===== config.mk =====
export PLATFORM = sky130hd
export DESIGN_NAME = pcie_rx_tlp_demux
export DESIGN_NICKNAME = d
export VERILOG_FILES = /design/src/rtl/pcie_rx_pkg.sv /design/src/rtl/axis_skid_buf.sv /design/src/rtl/pcie_rx_tlp_demux.sv
export SDC_FILE = /design/constraint.sdc
export NUM_CORES = 1
export LEC_CHECK = 0
export CORE_MARGIN = 2
export CORE_UTILIZATION = 51
export CTS_BUF_LIST = sky130_fd_sc_hd__clkbuf_8
export DETAILED_ROUTE_END_ITERATION = 6
export PLACE_DENSITY_LB_ADDON = 0.05
export SYNTH_ARGS = -nofsm -noshare
export SYNTH_HDL_FRONTEND = slang
export SYNTH_HIERARCHICAL = 1
export SYNTH_SLANG_ARGS = --single-unit

===== constraint.sdc =====
create_clock -name user_clk -period 6 [get_ports user_clk]
set_clock_uncertainty 0.05 [all_clocks]
set_input_delay 1.2 -clock user_clk [delete_from_list [all_inputs] [get_ports user_clk]]
set_output_delay 1.2 -clock user_clk [all_outputs]
set_load 0.02 [all_outputs]

===== src/rtl/pcie_rx_pkg.sv =====
// Shared constants and types for the PCIe RX TLP demux: TLP fmt/type codes,
// rx_tuser field positions, FSM state and routing enums, and the classifier.
package pcie_rx_pkg;

   // rx_tuser layout from the PCIe core
   localparam int TUSER_W       = 22;
   localparam int TUSER_ERR_FWD = 1;
   localparam int TUSER_BAR_LSB = 2;
   localparam int BAR_W         = 7;
   localparam int TUSER_BAR_MSB = TUSER_BAR_LSB + BAR_W - 1;

   // {fmt[2:0], type[4:0]} codes taken from DW0[31:24]
   localparam logic [7:0] MRD32 = 8'b000_00000;
   localparam logic [7:0] MRD64 = 8'b001_00000;
   localparam logic [7:0] MWR32 = 8'b010_00000;
   localparam logic [7:0] MWR64 = 8'b011_00000;
   localparam logic [7:0] CPL   = 8'b000_01010;
   localparam logic [7:0] CPLD  = 8'b010_01010;

   typedef enum logic [1:0] {IDLE, FWD_REQ, FWD_CPL, DROP} state_t;
   typedef enum logic [1:0] {ROUTE_REQ, ROUTE_CPL, ROUTE_DROP} route_t;

   // Destination of a TLP given its first-beat fmt/type and poison flag.
   function automatic route_t classify(input logic [7:0] fmt_type, input logic err_fwd);
      route_t r;
      case (fmt_type)
         MRD32, MRD64, MWR32, MWR64: r = ROUTE_REQ;
         CPL, CPLD:                  r = ROUTE_CPL;
         default:                    r = ROUTE_DROP;
      endcase
      if (err_fwd) r = ROUTE_DROP;
      return r;
   endfunction

   // A TLP without data (fmt[1]=0) expects a completion, except messages
   // (type 10rrr), which are posted even when they carry no data.
   function automatic logic is_non_posted(input logic [7:0] fmt_type);
      return !fmt_type[6] && (fmt_type[4:3] != 2'b10);
   endfunction

endpackage


===== src/rtl/axis_skid_buf.sv =====
// Two-entry AXI4-Stream skid buffer. The head entry drives the outputs
// directly and in_ready_o is a flop, so no combinational path runs from
// out_ready_i back to the producer.
module axis_skid_buf #(
   parameter int WIDTH = 73
) (
   input  logic             clk_i,
   input  logic             rst_i,
   input  logic [WIDTH-1:0] in_data_i,
   input  logic             in_valid_i,
   output logic             in_ready_o,
   output logic [WIDTH-1:0] out_data_o,
   output logic             out_valid_o,
   input  logic             out_ready_i
);

   logic [WIDTH-1:0] head_q, head_d;
   logic [WIDTH-1:0] tail_q, tail_d;
   logic [1:0]       count_q, count_d;
   logic             ready_q;
   logic             push, pop;

   assign push        = in_valid_i && ready_q;
   assign pop         = (count_q != 2'd0) && out_ready_i;
   assign out_valid_o = (count_q != 2'd0);
   assign out_data_o  = head_q;
   assign in_ready_o  = ready_q;

   // Next occupancy and entry contents for the push/pop combination.
   always_comb begin
      // NOTE: every _d starts from its _q value so no branch leaves it unassigned, which would infer a latch.
      head_d  = head_q;
      tail_d  = tail_q;
      count_d = count_q;
      case ({push, pop})
         2'b10: begin
            if (count_q == 2'd0) head_d = in_data_i;
            else                 tail_d = in_data_i;
            count_d = count_q + 2'd1;
         end
         2'b01: begin
            head_d  = tail_q;
            count_d = count_q - 2'd1;
         end
         2'b11: begin
            // Occupancy unchanged; the incoming beat lands behind whatever remains.
            if (count_q == 2'd1) begin
               head_d = in_data_i;
            end else begin
               head_d = tail_q;
               tail_d = in_data_i;
            end
         end
         default: ;
      endcase
   end

   // Entry registers, occupancy and the registered ready.
   always_ff @(posedge clk_i or posedge rst_i) begin
      if (rst_i) begin
         // NOTE: the payload is reset only because the output data must read 0 out of reset; pure storage would not need it.
         head_q  <= '0;
         tail_q  <= '0;
         count_q <= 2'd0;
         ready_q <= 1'b0;
      end else begin
         // NOTE: non-blocking assignments so every register samples pre-edge values regardless of statement order.
         head_q  <= head_d;
         tail_q  <= tail_d;
         count_q <= count_d;
         ready_q <= (count_d <= 2'd1);
      end
   end

endmodule


===== src/rtl/pcie_rx_tlp_demux.sv =====
// Receive-side TLP steering: classifies each TLP on its first beat and forwards
// memory requests to the REQ stream, completions to the CPL stream, and drops
// everything else, flagging dropped non-posted requests on ur_pulse.
module pcie_rx_tlp_demux
   import pcie_rx_pkg::*;
#(
   parameter int C_DATA_WIDTH = 64,
   parameter int KEEP_WIDTH   = C_DATA_WIDTH / 8
) (
   input  logic                    user_clk,
   input  logic                    user_reset,

   input  logic [C_DATA_WIDTH-1:0] rx_tdata,
   input  logic [KEEP_WIDTH-1:0]   rx_tkeep,
   input  logic                    rx_tlast,
   input  logic                    rx_tvalid,
   output logic                    rx_tready,
   input  logic [TUSER_W-1:0]      rx_tuser,

   output logic [C_DATA_WIDTH-1:0] req_tdata,
   output logic [KEEP_WIDTH-1:0]   req_tkeep,
   output logic                    req_tlast,
   output logic                    req_tvalid,
   input  logic                    req_tready,
   output logic [BAR_W-1:0]        req_bar,

   output logic [C_DATA_WIDTH-1:0] cpl_tdata,
   output logic [KEEP_WIDTH-1:0]   cpl_tkeep,
   output logic                    cpl_tlast,
   output logic                    cpl_tvalid,
   input  logic                    cpl_tready,

   output logic                    ur_pulse,
   output logic [15:0]             drop_count
);

   localparam int CPL_W = C_DATA_WIDTH + KEEP_WIDTH + 1;
   localparam int REQ_W = CPL_W + BAR_W;

   state_t           state_q, state_d;
   route_t           sop_route, route;
   logic             run_q;
   logic             sel_ready;
   logic             hs, sop_accept, drop_sop;
   logic             req_push, cpl_push;
   logic             req_in_ready, cpl_in_ready;
   logic [BAR_W-1:0] bar_q, beat_bar;
   logic             ur_q;
   logic [15:0]      drop_count_q;
   logic [REQ_W-1:0] req_payload;
   logic [CPL_W-1:0] cpl_payload;
   logic             unused_tuser;

   assign sop_route  = classify(rx_tdata[31:24], rx_tuser[TUSER_ERR_FWD]);
   assign sop_accept = hs && (state_q == IDLE);
   assign drop_sop   = sop_accept && (route == ROUTE_DROP);
   assign req_push   = hs && (route == ROUTE_REQ);
   assign cpl_push   = hs && (route == ROUTE_CPL);
   // The BAR hit is only valid on the first beat; later beats reuse the latched copy.
   assign beat_bar   = (state_q == IDLE) ? rx_tuser[TUSER_BAR_MSB:TUSER_BAR_LSB] : bar_q;
   assign unused_tuser = ^{rx_tuser[TUSER_W-1:TUSER_BAR_MSB+1], rx_tuser[0]};

   // Route of the presented beat, input ready, and next FSM state.
   always_comb begin
      route     = ROUTE_DROP;
      sel_ready = 1'b1;
      state_d   = state_q;
      case (state_q)
         IDLE:    route = sop_route;
         FWD_REQ: route = ROUTE_REQ;
         FWD_CPL: route = ROUTE_CPL;
         default: route = ROUTE_DROP;
      endcase
      case (route)
         ROUTE_REQ: sel_ready = req_in_ready;
         ROUTE_CPL: sel_ready = cpl_in_ready;
         default:   sel_ready = 1'b1;
      endcase
      // run_q holds rx_tready low during reset, where drop-class beats would otherwise see 1.
      rx_tready = run_q && sel_ready;
      hs        = rx_tvalid && rx_tready;
      if (hs) begin
         if (state_q == IDLE) begin
            // A single-beat TLP never leaves IDLE.
            if (!rx_tlast) begin
               case (route)
                  ROUTE_REQ: state_d = FWD_REQ;
                  ROUTE_CPL: state_d = FWD_CPL;
                  default:   state_d = DROP;
               endcase
            end
         end else if (rx_tlast) begin
            state_d = IDLE;
         end
      end
   end

   // FSM state register and the out-of-reset flag.
   always_ff @(posedge user_clk or posedge user_reset) begin
      if (user_reset) begin
         state_q <= IDLE;
         run_q   <= 1'b0;
      end else begin
         state_q <= state_d;
         run_q   <= 1'b1;
      end
   end

   // BAR latch, unsupported-request strobe and saturating drop counter.
   always_ff @(posedge user_clk or posedge user_reset) begin
      if (user_reset) begin
         bar_q        <= '0;
         ur_q         <= 1'b0;
         drop_count_q <= 16'd0;
      end else begin
         if (sop_accept) bar_q <= beat_bar;
         ur_q <= drop_sop && is_non_posted(rx_tdata[31:24]);
         if (drop_sop && (drop_count_q != 16'hFFFF)) drop_count_q <= drop_count_q + 16'd1;
      end
   end

   assign ur_pulse   = ur_q;
   assign drop_count = drop_count_q;

   axis_skid_buf #(.WIDTH(REQ_W)) u_req_buf (
      .clk_i       (user_clk),
      .rst_i       (user_reset),
      .in_data_i   ({beat_bar, rx_tlast, rx_tkeep, rx_tdata}),
      .in_valid_i  (req_push),
      .in_ready_o  (req_in_ready),
      .out_data_o  (req_payload),
      .out_valid_o (req_tvalid),
      .out_ready_i (req_tready)
   );

   axis_skid_buf #(.WIDTH(CPL_W)) u_cpl_buf (
      .clk_i       (user_clk),
      .rst_i       (user_reset),
      .in_data_i   ({rx_tlast, rx_tkeep, rx_tdata}),
      .in_valid_i  (cpl_push),
      .in_ready_o  (cpl_in_ready),
      .out_data_o  (cpl_payload),
      .out_valid_o (cpl_tvalid),
      .out_ready_i (cpl_tready)
   );

   assign {req_bar, req_tlast, req_tkeep, req_tdata} = req_payload;
   assign {cpl_tlast, cpl_tkeep, cpl_tdata}          = cpl_payload;

endmodule


Yosys cells after proc, flatten, opt, wreduce, memory -nomap -nowiden
Index checks and enable logic that the tools add are counted.
{ "totals": {"ff_bits": 339, "inputBits": 100, "output_inout_bits": 173, "word_cells": 102} }
{ "classes": {"addsub": 5, "magnitude_cmp": 2, "eq_ne": 26, "n_mux": 23, "n_reduce_logical": 33} }
{ "ops": {"columns": ["op", "n"], "rows": [
  ["$mux W80", 4],
  ["$mux W73", 4],
  ["$pmux W80 S3", 1],
  ["$pmux W73 S3", 1],
  ["$pmux W80 S2", 1],
  ["$pmux W73 S2", 1],
  ["$eq A8 B7 Y1 const B", 3],
  ["$add A16 B1 Y16 const B", 1],
  ["$ne A16 B16 Y1 const B", 1],
  ["$pmux W2 S2", 4],
  ["$logic_and A1 B1 Y1", 13],
  ["$eq A2 B1 Y1 const B", 6],
  ["$eq A2 B2 Y1 const B", 6],
  ["$ne A2 B2 Y1 const B", 6],
  ["$reduce_bool A2 Y1", 5],
  ["$reduce_and A3 Y1", 3],
  ["$eq A8 B4 Y1 const B", 1],
  ["$eq A8 B6 Y1 const B", 1],
  ["$logic_not A2 Y1", 4],
  ["$logic_not A8 Y1", 1],
  ["$mux W2", 4],
  ["$mux W7", 1],
  ["$pmux W2 S3", 1],
  ["$reduce_bool A3 Y1", 2],
  ["9 further kinds", 14]
]} }

Longest topological paths before layout
Gate-level depths: netlist (run 1).
{ "depth": {"word_depth": 14, "mapped_depth": 14, "mapped_depth_nobuf": 12} }

Modules after synthesis
The synthesis (run 1) kept the hierarchy.
{ "by_module_without_submodules": {"columns": ["module", "instances", "cells_each", "area_per_inst_um2", "seq_area_each_um2"], "rows": [
  ["axis_skid_buf (u_req_buf)", 1, 673, 7422.1, 4078.9],
  ["axis_skid_buf (u_cpl_buf)", 1, 616, 6837.8, 3728.6],
  ["pcie_rx_tlp_demux", 1, 119, 1491.4, 675.6]
]} }

Worst setup path before layout (run 1)
Ideal clock, no wire load.
{ "synth_path": {"path_kind": "input port to flip-flop", "startpoint": "input rx_tdata[24]", "endpoint": "register u_cpl_buf.tail_q[5]", "setup_ns": 0.128, "arrival_time_ns": 3.425, "t_required_ns": 5.822, "path_slack_ns": 2.398, "cell_stages": 12, "n_path_buf": 2, "cell_sequence": "nor4_1 o211a_1 nor2_1 nor3_1 nand2_1 inv_1 ha_1 nor2b_1 buf_2 o21ai_4 buf_4 mux2_1"} }
{ "synth_via": {"elab_chain_cells": 14, "elab_cells_between_ends": 25, "classes_between": "10 x eq/ne; 5 x mux; 10 x reduce/logical"} }
{ "synth_lines": {"columns": ["item", "line", "rtl"], "rows": [
  ["from (decl)", "pcie_rx_tlp_demux.sv:13", "input logic [C_DATA_WIDTH-1:0] rx_tdata,"],
  ["$eq A8 B6 Y1, or another cell as far along", "pcie_rx_pkg.sv:26", "case (fmt_type)"],
  ["$reduce_or A4 Y1 / $reduce_or A2 Y1 (equally long branches)", "pcie_rx_pkg.sv:26", null],
  ["$pmux W2 S2 *", "pcie_rx_pkg.sv:26", null],
  ["$mux W2 *", "pcie_rx_pkg.sv:31", "if (err_fwd) r = ROUTE_DROP;"],
  ["$pmux W2 S3 *", "pcie_rx_tlp_demux.sv:68", "case (state_q)"],
  ["$eq A2 B1 Y1 / $logic_not A2 Y1 (equally long branches)", "pcie_rx_tlp_demux.sv:58, pcie_rx_tlp_demux.sv:74", null],
  ["$pmux W1 S2", "pcie_rx_tlp_demux.sv:74", "case (route)"],
  ["$logic_and A1 B1 Y1", "pcie_rx_tlp_demux.sv:80", "rx_tready = run_q && sel_ready;"],
  ["$logic_and A1 B1 Y1", "pcie_rx_tlp_demux.sv:81", "hs = rx_tvalid && rx_tready;"],
  ["$logic_and A1 B1 Y1 *", "pcie_rx_tlp_demux.sv:58", "assign cpl_push = hs && (route == ROUTE_CPL);"],
  ["via cpl_push", "pcie_rx_tlp_demux.sv:45", "logic req_push, cpl_push;"],
  ["$logic_and A1 B1 Y1 *", "axis_skid_buf.sv:23", "assign push = in_valid_i && ready_q;"],
  ["$eq A2 B2 Y1", "axis_skid_buf.sv:35", "case ({push, pop})"],
  ["$ne A2 B2 Y1 (no source line) / $reduce_bool A2 Y1 (equally long branches)", null, null],
  ["$reduce_and A3 Y1 (no source line)", null, null],
  ["to (signal assigned)", "axis_skid_buf.sv:69", "tail_q <= tail_d;"],
  ["to (decl)", "axis_skid_buf.sv:18", "logic [WIDTH-1:0] tail_q, tail_d;"]
]} }
The timed path passes the listed nets; every way through them passes the cells marked *.
A chain may end at the register's enable or synchronous reset.

Final worst setup path (run 1)
{ "layout_path": {"startpoint": "input rx_tdata[31]", "endpoint": "output rx_tready"} }
{ "layout_via": {"elab_chain_cells": 8, "elab_cells_between_ends": 15, "classes_between": "6 x eq/ne; 4 x mux; 5 x reduce/logical"} }
{ "layout_lines": {"columns": ["item", "line", "rtl"], "rows": [
  ["$eq A8 B6 Y1, or another cell as far along", "pcie_rx_pkg.sv:26", null],
  ["$reduce_or A4 Y1 / $reduce_or A2 Y1 (equally long branches)", "pcie_rx_pkg.sv:26", null],
  ["$pmux W2 S2 *", "pcie_rx_pkg.sv:26", null],
  ["$mux W2 *", "pcie_rx_pkg.sv:31", null],
  ["$pmux W2 S3 *", "pcie_rx_tlp_demux.sv:68", null],
  ["$eq A2 B1 Y1 / $logic_not A2 Y1 (equally long branches)", "pcie_rx_tlp_demux.sv:74", null],
  ["$pmux W1 S2 *", "pcie_rx_tlp_demux.sv:74", null],
  ["$logic_and A1 B1 Y1 *", "pcie_rx_tlp_demux.sv:80", null],
  ["to (decl)", "pcie_rx_tlp_demux.sv:17", "output logic rx_tready,"]
]} }
Mark *: on every way between the ends. The rest lies on a longest branch, timed or not.

==> summary.json, run 1 <==
{
  "cts_resized": {"value": 0},
  "number_of_synthesized_flops_with_an_enable_pin": {"value": 0},
  "numPlacedInstances": {"value": 1939},
  "avgViaCountPerCell": {"value": 6.325},
  "clock_insertion_delay_worst_skew": {"value": 600, "unit": "ps"},
  "grt_antenna_before_repair": {"value": 4},
  "layout_commonest_cell": {"value": "sky130_fd_sc_hd__dfrtp_1"},
  "critical_path.startpoint_type": {"value": "input port"},
  "post-cts-setup-buffers": {"value": 0},
  "finalCriticalPeriod": {"value": 5028, "unit": "ps"},
  "postRouteAntennaNets": {"value": 0},
  "hp-class": {"value": "register to register"},
  "slowest_delay": {"value": 670, "unit": "ps"},
  "grt_max_degree": {"value": 163},
  "cts-buffers-inserted": {"value": 56},
  "final_nets": {"value": 1717},
  "cellLeakagePower": {"value": 0.007903, "unit": "µW"},
  "unrepaired_setup_endpoints_after_global_routing": {"value": "no"},
  "postSynth.topFlopCell": {"value": "sky130_fd_sc_hd__dfrtp_1"},
  "flow.area_growth_from_synthesis": {"value": 25.04, "unit": "%"},
  "detailedRoute.firstPassIterationCount": {"value": 7},
  "clkSinkCount": {"value": 339},
  "ys_seq_elements": {"value": 339},
  "outcome": {"value": "complete, no violations"},
  "first_global_vias": {"value": 12880},
  "ctsHoldBuffers": {"value": 0},
  "worstPathRequired": {"value": 4750, "unit": "ps"},
  "routed_wirelength": {"value": 46780, "unit": "µm"},
  "async_reset_ff_share": {"value": 100.0, "unit": "%"},
  "vias": {"value": 12920},
  "end_kind": {"value": "output pin"},
  "synth_nets": {"value": 1524},
  "hold_violations": {"value": 0},
  "tritoncts": {"value": "yes"},
  "ctsHtreeMaxLevel": {"value": 2},
  "synth_sequential_area_ratio": {"value": 53.86, "unit": "%"},
  "post_synth_inst_count": {"value": 1408},
  "design.core.area": {"value": 30510, "unit": "µm²"},
  "worstPathCellList": {"value": "clkdlybuf4s50_1, nor4_1, a41oi_1, o211a_1, nor2b_1, clkdlybuf4s50_1"},
  "worstMarginPinSlew": {"value": 1171, "unit": "ps"},
  "max_freq": {"value": 0.1989, "unit": "GHz"},
  "drc": {"value": 0},
  "grt.overflow.total": {"value": 0},
  "finalNonFillerCells": {"value": 2043},
  "io_buffer_count": {"value": 258},
  "critPathSlowestCell": {"value": "sky130_fd_sc_hd__nor4_1"},
  "timing.setup.tns": {"value": 0, "unit": "ps"},
  "synth_cell_type_count": {"value": 50},
  "routabilityCongestion": {"value": 0.7814},
  "floorplan.initialDensity": {"value": 51.63, "unit": "%"},
  "rows": {"value": 64},
  "num-fill-cells": {"value": 2455},
  "grt_first_pass_wirelength": {"value": 73890, "unit": "µm"},
  "mappedNetlistArea": {"value": 15750, "unit": "µm²"},
  "period_share": {"value": 83.80, "unit": "%"},
  "cp_common_cell": {"value": "sky130_fd_sc_hd__clkdlybuf4s50_1"},
  "die_span_x": {"value": 179.7, "unit": "µm"},
  "clock-root-buffer": {"value": "sky130_fd_sc_hd__clkbuf_8"},
  "path_max_fanout": {"value": 5},
  "avgSynthCellArea": {"value": 11.19, "unit": "µm²"},
  "setup-violations-final": {"value": 0},
  "grt_usage": {"value": 28.66, "unit": "%"},
  "die-area": {"value": 32310, "unit": "µm²"},
  "cap_viol_max_count": {"value": 0},
  "irDropWorstVdd": {"value": 0.0003035, "unit": "V"},
  "slew_violations": {"value": 0},
  "max-slew-margin-rel": {"value": 21.90, "unit": "%"},
  "crit_type": {"value": "input port to output pin"},
  "design.portCount": {"value": 273},
  "initialDrtViolationCount": {"value": 999},
  "wire_per_inst": {"value": 22.90, "unit": "µm"},
  "power.density": {"value": 551.7, "unit": "nW/µm²"},
  "drive_gt1_share": {"value": 18.42, "unit": "%"},
  "path_clk_slew": {"value": 60, "unit": "ps"},
  "mostFrequentLayoutCells": {"value": "sky130_fd_sc_hd__dfrtp_1 (339), sky130_fd_sc_hd__clkdlybuf4s50_1 (258), sky130_fd_sc_hd__o21ai_0 (157)"},
  "floorplan.die.height": {"value": 179.7, "unit": "µm"},
  "hpwl": {"value": 26620, "unit": "µm"},
  "yosysWarningCount": {"value": 6},
  "worst_ep_arrival_time": {"value": 3780, "unit": "ps"},
  "cts-root-to-sink-buffers": {"value": 3}
}
## routing by layer
metal | up-vias | GRT usage, % | wire length (µm)
met5 | - | 0 | 27
met4 | 4 | 8.650 | 1146
met3 | 96 | 6.382 | 3502
met2 | 534 | 45.62 | 22100
met1 | 6565 | 39.52 | 20000
li1 | 5723 | - | -
## kinds of logic (layout without fill, tap and decap cells)
group           after synthesis  after routing  synth area share, %
xor+xnor                     16             16               0.9374
compound gates              477            477                19.29
mux                         170            170                12.14
flops                       339            339                53.86
simple gates                220            220                7.769
other cells                   1              3              0.02381
fa+ha+maj                    16             16                1.271
buf+inv                     169            406                4.718
## cells in the mapped netlist (all sizes together), types with 3 or more instances
cell type | n | area, µm²
o21ai | 161 | 828.3
and3 | 7 | 53.80
dfrtp | 339 | 8483
inv | 18 | 67.56
mux2 | 168 | 1892
nor3 | 155 | 775.7
nor2 | 5 | 26.27
nor2b | 11 | 68.82
o211ai | 153 | 1149
clkbuf | 96 | 360.4
xnor2 | 15 | 138.9
nand4 | 6 | 52.55
and4 | 3 | 26.28
a31oi | 153 | 957.2
ha | 16 | 200.2
nand3 | 7 | 72.57
nand2 | 13 | 48.80
and2 | 4 | 25.02
buf | 54 | 311.5
## state kept, by name (all words and copies together), names as in the netlist, named ones only
register              count
u_req_buf/out_data_o     80
u_req_buf/tail_q         80
u_cpl_buf/out_data_o     73
u_cpl_buf/tail_q         73
drop_count               16
bar_q                     7
state_q                   2
run_q                     1
u_cpl_buf/in_ready_o      1
u_req_buf/in_ready_o      1
ur_pulse                  1
## final timing paths
path | from | endpoint | slack (ps) | cells after the start
setup / recovery | rx_tdata[31] | rx_tready | 970 | 6
hold / removal | u_req_buf/tail_q[13] | u_req_buf/tail_q[13] | 450 | 1
setup reg to reg | state_q[1] | u_req_buf/tail_q[25] | 1940 | 13
hold reg to reg | u_req_buf/tail_q[13] | u_req_buf/tail_q[13] | 450 | 1
max in group asynchronous | user_reset | u_req_buf/tail_q[9] | 3510 | 3
min in group asynchronous | user_reset | bar_q[1] | 1190 | 2
## report_power, final
part	switching, µW	internal [µW]
Combinational	2630	2170
Clock	928	1110
Sequential	642	3390
Total	4200	6670
## per-stage QoR
| stage | total power (µW) | setup WS (ps) | hold WS (ps) | cell area [µm²] | utilization (%) |
|---|---|---|---|---|---|
| after global placement | 8702 | 939.8 | 423.4 | 18540 | 60.76 |
| final | 10870 | 972.2 | 446.7 | 19700 | 64.55 |
| after detailed placement | 8839 | 847.3 | 431.7 | 18540 | 60.76 |
| after floorplan | 6865 | 345.0 | 414.5 | 15750 | - |
| after CTS | 10900 | 1009 | 446.0 | 19690 | 64.54 |
| after global routing | 11480 | 955.0 | 456.9 | 19690 | 64.55 |
## worst max-delay path, delay by kind of cell
kind                   cells  cell delay, ps
buffers and inverters      2            1230
and+or+nand+nor            2             800
AOI/OAI and AO/OA          2             540
## layout make-up
cell class	instances	area, µm²	area share, %
clock inverter	27	121.4	0.6162
inverter	19	81.33	0.4129
multi-input combinational	900	6616	33.59
tap	396	495.5	2.516
sequential	339	8483	43.07
antenna	2	5.005	0.02541
clock buffer	75	1032	5.241
timing repair buffer	285	2860	14.52
Power figures use the tool's default switching activity.
==> run 2, diff against run 1 <==
CORE_UTILIZATION = 50   (was 51)
clock period = 4.5 ns   (was 6 ns; I/O delays follow)
==> summary.json, run 2 (synthesized netlist as in run 1, its figures left out) <==
{
  "mostFrequentLayoutCells": {"value": "sky130_fd_sc_hd__dfrtp_1 (339), sky130_fd_sc_hd__clkdlybuf4s50_1 (258), sky130_fd_sc_hd__o21ai_0 (157)"},
  "irDropWorstVdd": {"value": 0.0004448, "unit": "V", "change": "+47%"},
  "cts_resized": {"value": 0, "change": "unchanged"},
  "cts-root-to-sink-buffers": {"value": 3, "change": "unchanged"},
  "num-fill-cells": {"value": 2546, "change": "+3.7%"},
  "max_freq": {"value": 0.2373, "unit": "GHz"},
  "worst_ep_arrival_time": {"value": 3260, "unit": "ps", "change": "-520 ps"},
  "p_int": {"value": 8785, "unit": "µW", "change": "+32%"},
  "outcome": {"value": "complete, no violations"},
  "worstMarginPinSlew": {"value": 1127, "unit": "ps", "change": "-44.48 ps"},
  "setup-violations-final": {"value": 0, "change": "unchanged"},
  "routed_wirelength": {"value": 45740, "unit": "µm", "change": "-2.2%"},
  "routabilityCongestion": {"value": 0.8133, "change": "+4.1%"},
  "avgViaCountPerCell": {"value": 6.185, "change": "-2.2%"},
  "floorplan.die.height": {"value": 181.5, "unit": "µm", "change": "+0.97%"},
  "final_nets": {"value": 1738, "change": "+1.2%"},
  "place_area": {"value": 18700, "unit": "µm²", "change": "+0.88%"},
  "path_max_fanout": {"value": 6, "change": "+1"},
  "initialDrtViolationCount": {"value": 959, "change": "-4.0%"},
  "finalCriticalPeriod": {"value": 4214, "unit": "ps"},
  "slew_violations": {"value": 0, "change": "unchanged"},
  "tritoncts": {"value": "yes"},
  "layout.cell_area.non_filler": {"value": 19740, "unit": "µm²", "change": "+0.22%"},
  "total_switching_power": {"value": 5519, "unit": "µW", "change": "+32%"},
  "hold_start": {"value": "drop_count[5]"},
  "first_global_vias": {"value": 12810, "change": "-0.54%"},
  "grt.overflow.total": {"value": 0, "change": "unchanged"},
  "ctsHoldBuffers": {"value": 0, "change": "unchanged"},
  "die-area": {"value": 32940, "unit": "µm²", "change": "+2.0%"},
  "worstSetupEndpoint": {"value": "rx_tready"},
  "end_kind": {"value": "output pin"},
  "postRouteAntennaNets": {"value": 0, "change": "unchanged"},
  "regToRegEndpoint": {"value": "u_cpl_buf/tail_q[43]"},
  "grt_first_pass_wirelength": {"value": 72990, "unit": "µm", "change": "-1.2%"},
  "number_of_cell_instances_on_the_worst_register_to_register_path": {"value": 14, "change": "+1"},
  "p_comb_share": {"value": 44.8, "unit": "%", "change": "+0.7 points"},
  "grt_max_degree": {"value": 101, "change": "-38%"},
  "critical_path.startpoint_type": {"value": "input port"},
  "cap_viol_max_count": {"value": 0, "change": "unchanged"},
  "hold_violations": {"value": 0, "change": "unchanged"},
  "floorplan.initialDensity": {"value": 51.09, "unit": "%", "change": "-0.54 points"},
  "rows": {"value": 64, "change": "unchanged"},
  "clockPowerShare": {"value": 17.7, "unit": "%", "change": "-1.1 points"},
  "path_clk_slew": {"value": 60, "unit": "ps", "change": "about the same"},
  "flow.area_growth_from_synthesis": {"value": 25.31, "unit": "%"},
  "timing.setup.tns": {"value": 0, "unit": "ps", "change": "unchanged"},
  "power_switching_share": {"value": 38.59, "unit": "%", "change": "-0.042 points"},
  "layout_commonest_cell": {"value": "sky130_fd_sc_hd__dfrtp_1"},
  "grt_usage": {"value": 27.83, "unit": "%", "change": "-0.83 points"},
  "post-cts-setup-buffers": {"value": 0, "change": "unchanged"},
  "sequentialPowerShare": {"value": 37.5, "unit": "%", "change": "+0.4 points"},
  "drc": {"value": 0, "change": "unchanged"},
  "grt_antenna_before_repair": {"value": 3, "change": "-1"},
  "clkSinkCount": {"value": 339, "change": "unchanged"},
  "hp-class": {"value": "register to register"},
  "die_span_x": {"value": 181.5, "unit": "µm", "change": "+0.97%"},
  "hpwl": {"value": 27900, "unit": "µm", "change": "+4.8%"},
  "period_share": {"value": 93.64, "unit": "%"},
  "clock_insertion_delay_worst_skew": {"value": 580, "unit": "ps", "change": "-20 ps"},
  "ctsHtreeMaxLevel": {"value": 2, "change": "unchanged"},
  "wire_per_inst": {"value": 22.27, "unit": "µm", "change": "-2.7%"},
  "drive_gt1_share": {"value": 18.54, "unit": "%", "change": "+0.12 points"},
  "worstPathRequired": {"value": 3550, "unit": "ps", "change": "-1200 ps"},
  "max-slew-margin-rel": {"value": 24.79, "unit": "%", "change": "+2.9 points"},
  "vias": {"value": 12710, "change": "-1.7%"},
  "design.core.area": {"value": 30830, "unit": "µm²", "change": "+1.0%"},
  "cts-buffers-inserted": {"value": 57, "change": "+1.8%"},
  "design.portCount": {"value": 273, "change": "unchanged"},
  "reg2reg_from": {"value": "state_q[1]"},
  "cellLeakagePower": {"value": 0.007967, "unit": "µW", "change": "+0.81%"},
  "power.density": {"value": 724.7, "unit": "nW/µm²", "change": "+31%"},
  "crit_type": {"value": "input port to output pin"},
  "regToRegSetupSlack": {"value": 1050, "unit": "ps", "change": "-890 ps"},
  "worst_hold_path_cells": {"value": 1, "change": "unchanged"},
  "detailedRoute.firstPassIterationCount": {"value": 5, "change": "-2"},
  "clock-root-buffer": {"value": "sky130_fd_sc_hd__clkbuf_8"},
  "io_buffer_count": {"value": 258, "change": "unchanged"},
  "timing.critical_path.from": {"value": "rx_tdata[28]"},
  "unrepaired_setup_endpoints_after_global_routing": {"value": "no"}
}
run 2: cell types whose count changed in the layout (fill, tap and decap cells not counted), sizes merged:
| cell | change |
|---|---|
| buf | +20 |
| clkbuf | -7 |
| clkinv | -7 |
| inv | +4 |
| clkinvlp | +1 |
run 2: worst min-delay path by stage:
stage                                 to
global placement    u_cpl_buf/tail_q[46]
detailed placement         drop_count[5]
finish                     drop_count[5]
CTS                        drop_count[5]
floorplan           u_req_buf/tail_q[57]
global route         u_cpl_buf/tail_q[1]
run 2: cell type report:
class	instances	area [µm²]	area share [%]
flip-flops and latches	339	8483	42.98
multi-input cells	900	6620	33.54
repair buffers	305	3023	15.32
clock buffers	68	935.9	4.742
well taps	396	495.5	2.510
clock inverters	25	96.34	0.4881
inverters	19	78.83	0.3994
diodes	2	5.005	0.02536
run 2: metrics by stage:
stage	hold slack [ps]	worst slack [ps]	total power, µW	util (%)	cells
2_1_floorplan	414.5	1198	9154	-	1408
5_1_grt	458.3	147.9	15200	64.01	2053
4_1_cts	438.7	295.0	14380	64.01	2052
3_3_place_gp	424.0	208.1	11650	60.66	1959
3_5_place_dp	430.4	123.7	11810	60.66	1959
6_report	435.9	286.2	14300	64.02	2054
run 2: worst max-delay path, stage by stage:
cell and delay [ps]:
sky130_fd_sc_hd__clkdlybuf4s50_1 520, sky130_fd_sc_hd__nor4_1 550, sky130_fd_sc_hd__o211a_1 370, sky130_fd_sc_hd__o211a_1 280, sky130_fd_sc_hd__nor2b_1 60, sky130_fd_sc_hd__clkdlybuf4s50_1 570
run 2: power by group through the flow:
stage	Sequential (µW)	Combinational, µW	Clock (µW)
floorplan	6060	3100	0
global placement	5330	6320	0
detailed placement	5390	6420	0
CTS	5350	6430	2590
global route	5530	6930	2740
finish	5360	6410	2540
run 2: routing by layer:
layer | part of all wire (%) | track usage (%) | up-vias
li1 | - | - | 5746
met1 | 44 | 38.50 | 6377
met2 | 46 | 43.49 | 490
met3 | 7.0 | 6.017 | 90
met4 | 2.7 | 9.919 | 2
met5 | 0.031 | 0 | -
==> run 3, diff against run 2 <==
CORE_UTILIZATION = 51   (was 50)
clock period = 4.1 ns   (was 4.5 ns; I/O delays follow)
==> summary.json, run 3 (synthesized netlist as in run 1, its figures left out) <==
{
  "setup-violations-final": {"value": 0, "change": "unchanged"},
  "cp.buffers_inverters": {"value": 2, "change": "unchanged"},
  "clock_insertion_delay_worst_skew": {"value": 600, "unit": "ps", "change": "+20 ps"},
  "cap_viol_max_count": {"value": 0, "change": "unchanged"},
  "routabilityCongestion": {"value": 0.8146, "change": "+0.16%"},
  "worst_ep_arrival_time": {"value": 3040, "unit": "ps", "change": "-220 ps"},
  "hpwl": {"value": 27670, "unit": "µm", "change": "-0.82%"},
  "period_share": {"value": 95.44, "unit": "%"},
  "sequentialPowerShare": {"value": 37.2, "unit": "%", "change": "-0.3 points"},
  "grtUsageMet1": {"value": 38.91, "unit": "%", "change": "+0.41 points"},
  "timing.critical_path.from": {"value": "rx_tdata[29]"},
  "crit_type": {"value": "input port to output pin"},
  "flow.area_growth_from_synthesis": {"value": 27.15, "unit": "%"},
  "number_of_cell_instances_on_the_worst_register_to_register_path": {"value": 12, "change": "-2"},
  "drive_gt1_share": {"value": 19.38, "unit": "%", "change": "+0.84 points"},
  "worst_hold_path.endpoint": {"value": "u_req_buf/tail_q[12]"},
  "worstPathRequired": {"value": 3230, "unit": "ps", "change": "-320 ps"},
  "clock-root-buffer": {"value": "sky130_fd_sc_hd__clkbuf_8"},
  "regToRegEndpoint": {"value": "u_cpl_buf/in_ready_o"},
  "layout_commonest_cell": {"value": "sky130_fd_sc_hd__dfrtp_1"},
  "mostFrequentLayoutCells": {"value": "sky130_fd_sc_hd__dfrtp_1 (339), sky130_fd_sc_hd__clkdlybuf4s50_1 (258), sky130_fd_sc_hd__o21ai_0 (157)"},
  "design.core.area": {"value": 30510, "unit": "µm²", "change": "-1.0%"},
  "p_comb_share": {"value": 44.8, "unit": "%", "change": "about the same"},
  "max-slew-margin-rel": {"value": 22.45, "unit": "%", "change": "-2.3 points"},
  "vias": {"value": 12970, "change": "+2.1%"},
  "worst_path_dominant_cell_family": {"value": "buffers and inverters"},
  "clkSinkCount": {"value": 339, "change": "unchanged"},
  "hold_violations": {"value": 0, "change": "unchanged"},
  "io_buffer_count": {"value": 258, "change": "unchanged"},
  "post-cts-setup-buffers": {"value": 0, "change": "unchanged"},
  "ctsHtreeMaxLevel": {"value": 2, "change": "unchanged"},
  "die_span_x": {"value": 179.7, "unit": "µm", "change": "-0.96%"},
  "drc": {"value": 0, "change": "unchanged"},
  "finalCriticalPeriod": {"value": 3913, "unit": "ps"},
  "floorplan.die.height": {"value": 179.7, "unit": "µm", "change": "-0.96%"},
  "grt_max_degree": {"value": 89, "change": "-12%"},
  "worst_hold_path_cells": {"value": 1, "change": "unchanged"},
  "power_switching_share": {"value": 38.52, "unit": "%", "change": "-0.069 points"},
  "total_switching_power": {"value": 6116, "unit": "µW", "change": "+11%"},
  "ctsHoldBuffers": {"value": 0, "change": "unchanged"},
  "die-area": {"value": 32310, "unit": "µm²", "change": "-1.9%"},
  "power.density": {"value": 792.8, "unit": "nW/µm²", "change": "+9.4%"},
  "critical_path.startpoint_type": {"value": "input port"},
  "grt_antenna_before_repair": {"value": 2, "change": "-1"},
  "slowest_delay": {"value": 650, "unit": "ps", "change": "+80 ps"},
  "reg2reg_from": {"value": "state_q[1]"},
  "grt_util_met2": {"value": 47.03, "unit": "%", "change": "+3.5 points"},
  "cellLeakagePower": {"value": 0.008068, "unit": "µW", "change": "+1.3%"},
  "hp-class": {"value": "register to register"},
  "design.portCount": {"value": 273, "change": "unchanged"},
  "cts-root-to-sink-buffers": {"value": 3, "change": "unchanged"},
  "worstMarginPinSlew": {"value": 1163, "unit": "ps", "change": "+36.28 ps"},
  "grt_first_pass_wirelength": {"value": 75310, "unit": "µm", "change": "+3.2%"},
  "end_kind": {"value": "output pin"},
  "initialDrtViolationCount": {"value": 961, "change": "+0.21%"},
  "slew_violations": {"value": 0, "change": "unchanged"},
  "groute.layer.met3.usage": {"value": 5.713, "unit": "%", "change": "-0.30 points"},
  "critPathSlowestCell": {"value": "sky130_fd_sc_hd__clkdlybuf4s50_1"},
  "clockPowerShare": {"value": 17.9, "unit": "%", "change": "+0.2 points"},
  "p_int": {"value": 9762, "unit": "µW", "change": "+11%"},
  "irDropWorstVdd": {"value": 0.0005433, "unit": "V", "change": "+22%"},
  "cp_common_cell": {"value": "sky130_fd_sc_hd__clkdlybuf4s50_1"},
  "post-layout-total-power": {"value": 15880, "unit": "µW", "change": "+11%"},
  "path_clk_slew": {"value": 50, "unit": "ps", "change": "about the same"},
  "hold_start": {"value": "u_req_buf/tail_q[12]"},
  "wire_per_inst": {"value": 22.76, "unit": "µm", "change": "+2.2%"},
  "num-fill-cells": {"value": 2417, "change": "-5.1%"},
  "avgViaCountPerCell": {"value": 6.286, "change": "+1.6%"},
  "grt.overflow.total": {"value": 0, "change": "unchanged"},
  "max_freq": {"value": 0.2556, "unit": "GHz"},
  "grt_usage": {"value": 28.97, "unit": "%", "change": "+1.1 points"},
  "final_nets": {"value": 1749, "change": "+0.63%"},
  "path_max_fanout": {"value": 6, "change": "unchanged"},
  "postRouteAntennaNets": {"value": 0, "change": "unchanged"},
  "outcome": {"value": "complete, no violations"},
  "cts-buffers-inserted": {"value": 57, "change": "unchanged"},
  "tritoncts": {"value": "yes"},
  "worstPathCellList": {"value": "clkdlybuf4s50_1, nor4bb_1, a41oi_1, o211a_1, nor2b_1, clkdlybuf4s50_1"},
  "timing.setup.tns": {"value": 0, "unit": "ps", "change": "unchanged"},
  "floorplan.initialDensity": {"value": 51.63, "unit": "%", "change": "+0.54 points"},
  "rows": {"value": 64, "change": "unchanged"},
  "unrepaired_setup_endpoints_after_global_routing": {"value": "no"},
  "cts_resized": {"value": 0, "change": "unchanged"},
  "regToRegSetupSlack": {"value": 1050, "unit": "ps", "change": "about the same"},
  "first_global_vias": {"value": 13420, "change": "+4.7%"},
  "globalRoute.busiestLayer": {"value": "met2"},
  "routed_wirelength": {"value": 46970, "unit": "µm", "change": "+2.7%"},
  "detailedRoute.firstPassIterationCount": {"value": 5, "change": "unchanged"}
}
run 3: how the worst max path moves through the flow:
stage,end,slack [ps],cells after the start
finish,rx_tready,190,6
global route,rx_tready,90,6
CTS,rx_tready,190,6
detailed placement,u_req_buf/tail_q[16],150,13
global placement,u_cpl_buf/in_ready_o,160,12
floorplan,u_cpl_buf/tail_q[5],880,12
run 3: layer usage:
| metal | up-vias | wire length [µm] |
|---|---|---|
| li1 | 5769 | - |
| met1 | 6565 | 19770 |
| met2 | 525 | 22680 |
| met3 | 113 | 3141 |
| met4 | 2 | 1366 |
| met5 | - | 10 |
run 3: power by group through the flow:
stage / logic (µW) / registers [µW] / clock network [µW]
5_1_grt: 7670 / 6080 / 3070
4_1_cts: 7140 / 5890 / 2900
6_report: 7120 / 5910 / 2850
2_1_floorplan: 3400 / 6650 / 0
3_3_place_gp: 7000 / 5880 / 0
3_5_place_dp: 7120 / 5940 / 0
run 3: area by class of cell:
class / instances / area, µm² / share of cell area [%]
Antenna cell: 1 / 2.502 / 0.01249
Clock buffer: 71 / 977.2 / 4.879
Clock inverter: 22 / 90.09 / 0.4498
Inverter: 19 / 78.83 / 0.3936
Multi-Input combinational cell: 900 / 6620 / 33.05
Sequential cell: 339 / 8483 / 42.36
Tap cell: 396 / 495.5 / 2.474
Timing Repair Buffer: 316 / 3281 / 16.38
run 3: per-stage QoR:
step	setup WS [ps]	hold WS (ps)	cell area, µm²	util, %	std cells
floorplan	877.7	414.5	15760	-	1408
global placement	162.3	423.7	18960	62.14	1970
finish	187.0	441.0	20030	65.65	2064
global route	94.07	460.6	20030	65.65	2064
detailed placement	153.5	431.3	18960	62.14	1970
CTS	193.6	442.5	20030	65.64	2063
